## src/rtl/reset_sequencer_pkg.sv

```systemverilog
// Shared types and helpers for the reset sequencer: FSM state encoding and
// the counter width calculation.
package reset_sequencer_pkg;

    // Debug-visible FSM state encoding (also driven onto the state output)
    typedef enum logic [2:0] {
        HOLD   = 3'd0,
        SETTLE = 3'd1,
        CALIB  = 3'd2,
        RUN    = 3'd3,
        FAIL   = 3'd4
    } rseq_state_t;

    // Counter width large enough to hold the larger of the two terminal counts
    function automatic int rseq_cnt_width(input int settle_cycles, input int calib_timeout);
        int max_v;
        max_v = (settle_cycles > calib_timeout) ? settle_cycles : calib_timeout;
        return (max_v > 1) ? $clog2(max_v) : 1;
    endfunction

endpackage

```

## src/rtl/reset_sequencer_if.sv

```systemverilog
// Bundle of the sequencer's calibration input and reset/status outputs.
// slave: the sequencer side; master: the system/bench side.
interface reset_sequencer_if
    import reset_sequencer_pkg::*;
();
    logic        calib_done;
    logic        mig_rst_n;
    logic        core_rst_n;
    rseq_state_t state;
    logic [1:0]  retries;
    logic        fail;

    modport slave (
        input  calib_done,
        output mig_rst_n,
        output core_rst_n,
        output state,
        output retries,
        output fail
    );

    modport master (
        output calib_done,
        input  mig_rst_n,
        input  core_rst_n,
        input  state,
        input  retries,
        input  fail
    );
endinterface

```

## src/rtl/reset_sequencer_sync_ff.sv

```systemverilog
// Multi-stage bit synchronizer with asynchronous active-low clear. Used both
// for the asynchronous calib_done input and, with d tied high, as the
// reset-release chain (assert immediately, release after SYNC_STAGES edges).
module sync_ff #(
    parameter int SYNC_STAGES = 2
) (
    input  logic clk,
    input  logic clr_n,
    input  logic d,
    output logic q
);
    logic [SYNC_STAGES-1:0] stage_q;
    logic [SYNC_STAGES-1:0] stage_d;

    // Shift the input one stage further along the chain each cycle
    always_comb begin
        stage_d = {stage_q[SYNC_STAGES-2:0], d};
    end

    // Synchronizer flops, cleared asynchronously
    always_ff @(posedge clk or negedge clr_n) begin
        if (!clr_n) begin
            stage_q <= '0;
        end else begin
            stage_q <= stage_d;
        end
    end

    assign q = stage_q[SYNC_STAGES-1];
endmodule

```

## src/rtl/reset_sequencer.sv

```systemverilog
// Reset sequencer: turns MMCM locked (reset_n) into ordered DDR3-controller
// and core resets, watches calibration with timeout/retry and a sticky fail.
module reset_sequencer
    import reset_sequencer_pkg::*;
#(
    parameter int SYNC_STAGES   = 2,
    parameter int SETTLE_CYCLES = 1024,
    parameter int CALIB_TIMEOUT = 1048576,
    parameter int MAX_RETRIES   = 3
) (
    input  logic             clk_core,
    input  logic             reset_n,
    reset_sequencer_if.slave bus
);
    localparam int               CNT_W       = rseq_cnt_width(SETTLE_CYCLES, CALIB_TIMEOUT);
    localparam logic [CNT_W-1:0] SETTLE_LAST = CNT_W'(SETTLE_CYCLES - 1);
    localparam logic [CNT_W-1:0] CALIB_LAST  = CNT_W'(CALIB_TIMEOUT - 1);
    localparam logic [CNT_W-1:0] CNT_ONE     = CNT_W'(1);
    // retries is only two bits wide, so the retry limit saturates at 3
    localparam logic [1:0]       RETRY_MAX   = (MAX_RETRIES > 3) ? 2'd3 : 2'(MAX_RETRIES);

    logic rst_int_n;
    logic calib_s;

    rseq_state_t      state_q, state_d;
    logic [CNT_W-1:0] cnt_q, cnt_d;
    logic [1:0]       retries_q, retries_d;
    logic             mig_rst_n_q, mig_rst_n_d;
    logic             core_rst_n_q, core_rst_n_d;
    logic             fail_q, fail_d;

    // Internal reset: asserts with reset_n, releases SYNC_STAGES edges later
    sync_ff #(.SYNC_STAGES(SYNC_STAGES)) u_rst_sync (
        .clk   (clk_core),
        .clr_n (reset_n),
        .d     (1'b1),
        .q     (rst_int_n)
    );

    // calib_done crosses into clk_core here
    sync_ff #(.SYNC_STAGES(SYNC_STAGES)) u_calib_sync (
        .clk   (clk_core),
        .clr_n (rst_int_n),
        .d     (bus.calib_done),
        .q     (calib_s)
    );

    // Next-state, counter and retry logic; outputs derive from the next state
    always_comb begin
        state_d   = state_q;
        cnt_d     = cnt_q;
        retries_d = retries_q;
        case (state_q)
            HOLD: begin
                state_d = SETTLE;
                cnt_d   = '0;
            end
            SETTLE: begin
                if (cnt_q == SETTLE_LAST) begin
                    state_d = CALIB;
                    cnt_d   = '0;
                end else begin
                    cnt_d = cnt_q + CNT_ONE;
                end
            end
            CALIB: begin
                // A calibration arriving on the timeout cycle still wins
                if (calib_s) begin
                    state_d = RUN;
                    cnt_d   = '0;
                end else if (cnt_q == CALIB_LAST) begin
                    cnt_d = '0;
                    if (retries_q < RETRY_MAX) begin
                        retries_d = retries_q + 2'd1;
                        state_d   = SETTLE;
                    end else begin
                        state_d = FAIL;
                    end
                end else begin
                    cnt_d = cnt_q + CNT_ONE;
                end
            end
            RUN: begin
                cnt_d = '0;
                if (!calib_s) begin
                    state_d = SETTLE;
                end else begin
                    state_d = RUN;
                end
            end
            FAIL: begin
                state_d = FAIL;
                cnt_d   = '0;
            end
            default: begin
                state_d = HOLD;
                cnt_d   = '0;
            end
        endcase
        mig_rst_n_d  = (state_d == CALIB) || (state_d == RUN);
        core_rst_n_d = (state_d == RUN);
        fail_d       = (state_d == FAIL);
    end

    // FSM state, counter and registered reset/status outputs
    always_ff @(posedge clk_core or negedge rst_int_n) begin
        if (!rst_int_n) begin
            state_q      <= HOLD;
            cnt_q        <= '0;
            retries_q    <= 2'd0;
            mig_rst_n_q  <= 1'b0;
            core_rst_n_q <= 1'b0;
            fail_q       <= 1'b0;
        end else begin
            state_q      <= state_d;
            cnt_q        <= cnt_d;
            retries_q    <= retries_d;
            mig_rst_n_q  <= mig_rst_n_d;
            core_rst_n_q <= core_rst_n_d;
            fail_q       <= fail_d;
        end
    end

    assign bus.mig_rst_n  = mig_rst_n_q;
    assign bus.core_rst_n = core_rst_n_q;
    assign bus.state      = state_q;
    assign bus.retries    = retries_q;
    assign bus.fail       = fail_q;
endmodule

```

## src/flat_wrapper.sv

```systemverilog
// flat-port wrapper written by rule: the top's interface ports become plain ports
module reset_sequencer_flat import reset_sequencer_pkg::*;
#(
    parameter int SYNC_STAGES   = 2,
    parameter int SETTLE_CYCLES = 1024,
    parameter int CALIB_TIMEOUT = 1048576,
    parameter int MAX_RETRIES   = 3
)
  (clk_core, reset_n, bus_calib_done, bus_mig_rst_n, bus_core_rst_n, bus_state, bus_retries, bus_fail);
  reset_sequencer_if bus_i ();
  input  logic clk_core;
  input  logic reset_n;
  input wire logic [$bits(bus_i.calib_done)-1:0] bus_calib_done;
  output wire logic [$bits(bus_i.mig_rst_n)-1:0] bus_mig_rst_n;
  output wire logic [$bits(bus_i.core_rst_n)-1:0] bus_core_rst_n;
  output wire logic [$bits(bus_i.state)-1:0] bus_state;
  output wire logic [$bits(bus_i.retries)-1:0] bus_retries;
  output wire logic [$bits(bus_i.fail)-1:0] bus_fail;
  assign bus_i.calib_done = bus_calib_done;
  assign bus_mig_rst_n = bus_i.mig_rst_n;
  assign bus_core_rst_n = bus_i.core_rst_n;
  assign bus_state = bus_i.state;
  assign bus_retries = bus_i.retries;
  assign bus_fail = bus_i.fail;
  reset_sequencer #(.SYNC_STAGES(SYNC_STAGES), .SETTLE_CYCLES(SETTLE_CYCLES), .CALIB_TIMEOUT(CALIB_TIMEOUT), .MAX_RETRIES(MAX_RETRIES)) u_core (.clk_core(clk_core), .reset_n(reset_n), .bus(bus_i));
endmodule
```

## config.mk

```make
export PLATFORM = sky130hd
export DESIGN_NAME = reset_sequencer_flat
export DESIGN_NICKNAME = d
export VERILOG_FILES = /design/src/rtl/reset_sequencer_pkg.sv /design/src/rtl/reset_sequencer_if.sv /design/src/rtl/reset_sequencer_sync_ff.sv /design/src/rtl/reset_sequencer.sv /design/src/flat_wrapper.sv
export SDC_FILE = /design/constraint.sdc
export NUM_CORES = 1
export LEC_CHECK = 0
export BUFFER_PORTS_ARGS = -buffer_cell sky130_fd_sc_hd__buf_2
export CORE_MARGIN = 3
export CORE_UTILIZATION = 55
export CTS_CLUSTER_DIAMETER = 80
export DETAILED_ROUTE_END_ITERATION = 8
export PLACE_DENSITY = 0.74
export SYNTH_ARGS = -nofsm -noshare
export SYNTH_HDL_FRONTEND = slang
export SYNTH_SLANG_ARGS = --single-unit
export TNS_END_PERCENT = 50
```

## constraint.sdc

```tcl
create_clock -name clk_core -period 1.3 [get_ports clk_core]
set_input_delay 0.065 -clock clk_core [delete_from_list [all_inputs] [get_ports clk_core]]
set_output_delay 0.065 -clock clk_core [all_outputs]
set_load 0.05 [all_outputs]
```

==> summary.md <==
| Metric | Value |
|---|---|
| Number of diodes | `0` |
| CTS tree | `yes` |
| Area occupied by multi-input gates | `828.3 sq um` |
| Leak | `1.047 nW` |
| Vias per cell | `5.742` |
| Top Ports | `11` |
| Seq/Total Area, Yosys | `just over 50%` |
| Reg2reg end | `u_core.bus.retries[1]$_DFFE_PN0P_` |
| DP HPWL | `2573 um` |
| Largest cells by area after synthesis | `dfrtp_1 51%, a21oi_1 4.2%, xor2_1 3.9%, xnor2_1 3.4%, nand4_4 2.7%` |
| Worst skew pair latency | `around 340 ps` |
| CTS sink count | `32` |
| Final Max Tran Viols | `0` |
| Row Count | `18` |
| Max H-tree Level | `2` |
| Status | `complete, but fails checks` |
| Final Setup Violations | `27` |
| Max-Cap Viols | `0` |
| DP Area | `roughly 2000 sq um` |
| Hold/Removal Path Class | `in2async` |
| Hold Violations, Final | `0` |
| Final Power | `1.570 mW` |
| Compound-Gate Fraction of Synth Area | `about 14%` |
| Clk_skew | `between 10 and 15 ps` |
| Largest family of logic cells by synthesized area | `simple AND/OR/NAND/NOR gates` |
| Area Growth Syn to Fin | `40.59%` |
| Largest delay share family, worst path | `simple AND/OR/NAND/NOR gates` |
| Die area | `about 3500 sq um` |
| Post-synthesis async set-or-reset flop share | `100.0%` |
| Fill cell count | `between 100 and 150` |
| Final Critical Period | `approximately 1600 ps` |
| Flop2flop setup slack | `-300 ps` |
| FF+latch count, synth | `32` |
| Reg2reg path depth | `4` |
| IR drop worst, VDD | `0.9340 mV` |
| Synth area leader | `dfrtp_1` |
| Fin cells | `about 230` |
| Final Cycle Share | `123.1%` |
| Synthesized Nets | `between 100 and 150` |
| Share of layout cells above drive strength 1 | `between 40% and 50%` |
| Grt total ovfl | `0` |
| Clock root cell | `clkbuf_4` |
| Via count | `between 1000 and 1500` |
| GRT Overall Usage | `between 20% and 30%` |
| Final WS setup | `-300.5 ps` |
| Critical path peak fanout | `3` |
| Peak Freq | `~0.62 GHz` |
| Synth Area in XOR/XNOR | `around 7.3%` |
| Post-synthesis adder-cell area fraction | `between 1.5 and 2%` |
| CP max stage cell | `dfrtp_1` |
| Yosys top cell area share | `between 50% and 60%` |
| Worst slack at placement | `-338.2 ps` |
| Starting utilization of the core area | `between 60% and 70%` |
| Die height | `approximately 59 um` |
| R2r startpoint | `u_core.cnt_q[16]$_DFF_PN0_` |
| Post-synthesis mux area share | `0.7206%` |
| Area of the mapped netlist | `roughly 1600 sq um` |
| Critical Path, Cell by Cell | `and4_4 -> nand4_4 -> nor4_4 -> mux2_4` |
| Post-Synth Simple-Gate Area | `between 20% and 30%` |
| Critical path startpoint | `u_core.cnt_q[16]$_DFF_PN0_` |
| Inserted Clock Buffers | `5` |
| Worst path arrival time | `~1800 ps` |
| Clk buf depth | `2` |
| Setup CP Type | `reg2reg` |
| Antenna violations before repair | `0` |
| Synth Instances | `roughly 140` |
| Critical path endpoint category | `flip-flop` |
| RSZ-0062 raised after global routing | `true` |
| Crit path depth | `4` |
| Drt first pass iters | `4` |
| Hold_ws | `roughly 23 ps` |
| Core footprint | `~2600 sq um` |
| Largest net degree at the start of global routing | `31` |
| Nets | `between 200 and 250` |
| Post-route ant nets | `0` |
| Critical Path RT | `between 1500 and 2000 ps` |
| Failing checks | `setup timing` |
| Chip width | `slightly below 60 um` |
| Post-synth EDFFs | `0` |
| Pwr/cell area | `between 700 and 800 nW/um^2` |
| Top FF cell, synth | `dfrtp_1` |
| Ys Warns | `0` |
| Fin area | `2197 sq um` |
| Routed len/inst | `roughly 16 um` |
| Drt initial violations | `75` |
| Mapped Avg Cell Area | `about 11 sq um` |
| GP Congestion | `0.8295` |
| Worst setup SP type | `flip-flop` |
| Worst Path Buf+Inv | `0` |
| Vias in the first global route | `1398` |
| Routed WL | `3749 um` |
| Dpl cells | `roughly 220` |
| DR DRC count | `0` |
| Port Buf Inserts | `10` |
| Utilization after layout | `84.83%` |
| Sequential cell area | `approximately 800 sq um` |
| CP peak stage delay | `420 ps` |
| Clk pin slew, worst setup/hold paths | `about 90 ps` |
| Post-synthesis cell type count | `39` |
| First-pass GRT wire length | `~6500 um` |
| Final setup TNS | `-6252 ps` |
==> repair_timing <==
action                                 CTS  global route
hold buffers                             2             0
pin swaps                               13             4
resized for setup                       10             4
setup endpoints to repair               28            28
endpoints found under the hold margin    3             0
setup buffers                            0             1
==> metal layers <==
layer / global-route usage, % / part of all wire [%]
met2: 43.68 / 52
met1: 30.64 / 42
met3: 9.150 / 4.3
met5: 0 / 0
met4: 8.738 / 1.4
==> flip-flops by register name (all words and copies together) (netlist names) <==
register,flops
u_core.bus.state,3
u_core.bus.core_rst_n,1
u_core.bus.retries,2
u_core.u_calib_sync.stage_q,2
u_core.cnt_q,20
u_core.bus.fail,1
u_core.bus.mig_rst_n,1
u_core.u_rst_sync.stage_q,2
==> layout make-up <==
cell class	count	share of cell area [%]
multi-input combinational	101	37.70
sequential	32	36.62
timing repair buffer	61	21.53
clock buffer	7	2.050
tap	30	1.708
clock inverter	1	0.2278
inverter	1	0.1708
==> synthesized netlist by cell type, types with 3 or more instances <==
| cell | n |
|---|---|
| a21oi_1 | 13 |
| a22oi_1 | 5 |
| and3b_1 | 3 |
| dfrtp_1 | 32 |
| nand2_1 | 7 |
| nand3_1 | 6 |
| nand4_1 | 6 |
| nor2_1 | 3 |
| nor4_1 | 4 |
| o21ai_0 | 7 |
| or3_1 | 6 |
| xnor2_1 | 6 |
| xor2_1 | 7 |
==> power by group <==
group          switching [mW]  internal [mW]  leakage, nW
Clock                   0.326          0.210       0.0293
Combinational          0.0201        0.00985        0.612
Sequential            0.00351           1.00        0.406
==> worst max path at each step <==
stage                                                   end  slack (ps)
after floorplan           u_core.bus.retries[1]$_DFFE_PN0P_        -380
after global placement           u_core.cnt_q[18]$_DFF_PN0_        -280
after detailed placement  u_core.bus.retries[1]$_DFFE_PN0P_        -340
after CTS                 u_core.bus.retries[1]$_DFFE_PN0P_        -290
after global routing             u_core.cnt_q[18]$_DFF_PN0_        -360
final                     u_core.bus.retries[1]$_DFFE_PN0P_        -300
==> logic make-up (layout without fill, tap and decap cells) <==
| logic type | after synthesis | in the layout |
|---|---|---|
| AO/OA/AOI/OAI | 34 | 34 |
| XOR/XNOR | 13 | 13 |
| adder cells (fa/ha/maj) | 2 | 2 |
| buffers and inverters | 5 | 70 |
| flip-flops | 32 | 32 |
| multiplexers | 1 | 1 |
| other | 1 | 1 |
| AND/OR/NAND/NOR | 50 | 50 |
==> layout by cell type (no fill, tap or decap), drive strengths merged <==
cell type,instances
and2,1
or3b,1
nand2b,1
a21oi,13
or3,6
clkbuf,7
dlygate4sd3,2
nor4,5
conb,1
and4,3
a21o,2
a21boi,1
and3,2
dfrtp,32
nand2,7
a41o,1
a22oi,6
nand3,6
a31oi,2
buf,59
inv,1
o21bai,1
nor3,1
and3b,3
xnor2,6
o21ai,7
nor2,3
o31ai,1
nand4,9
xor2,7
nor2b,1
mux2,1
clkinv,1
nor3b,1
ha,2
Power figures use the tool's default switching activity.
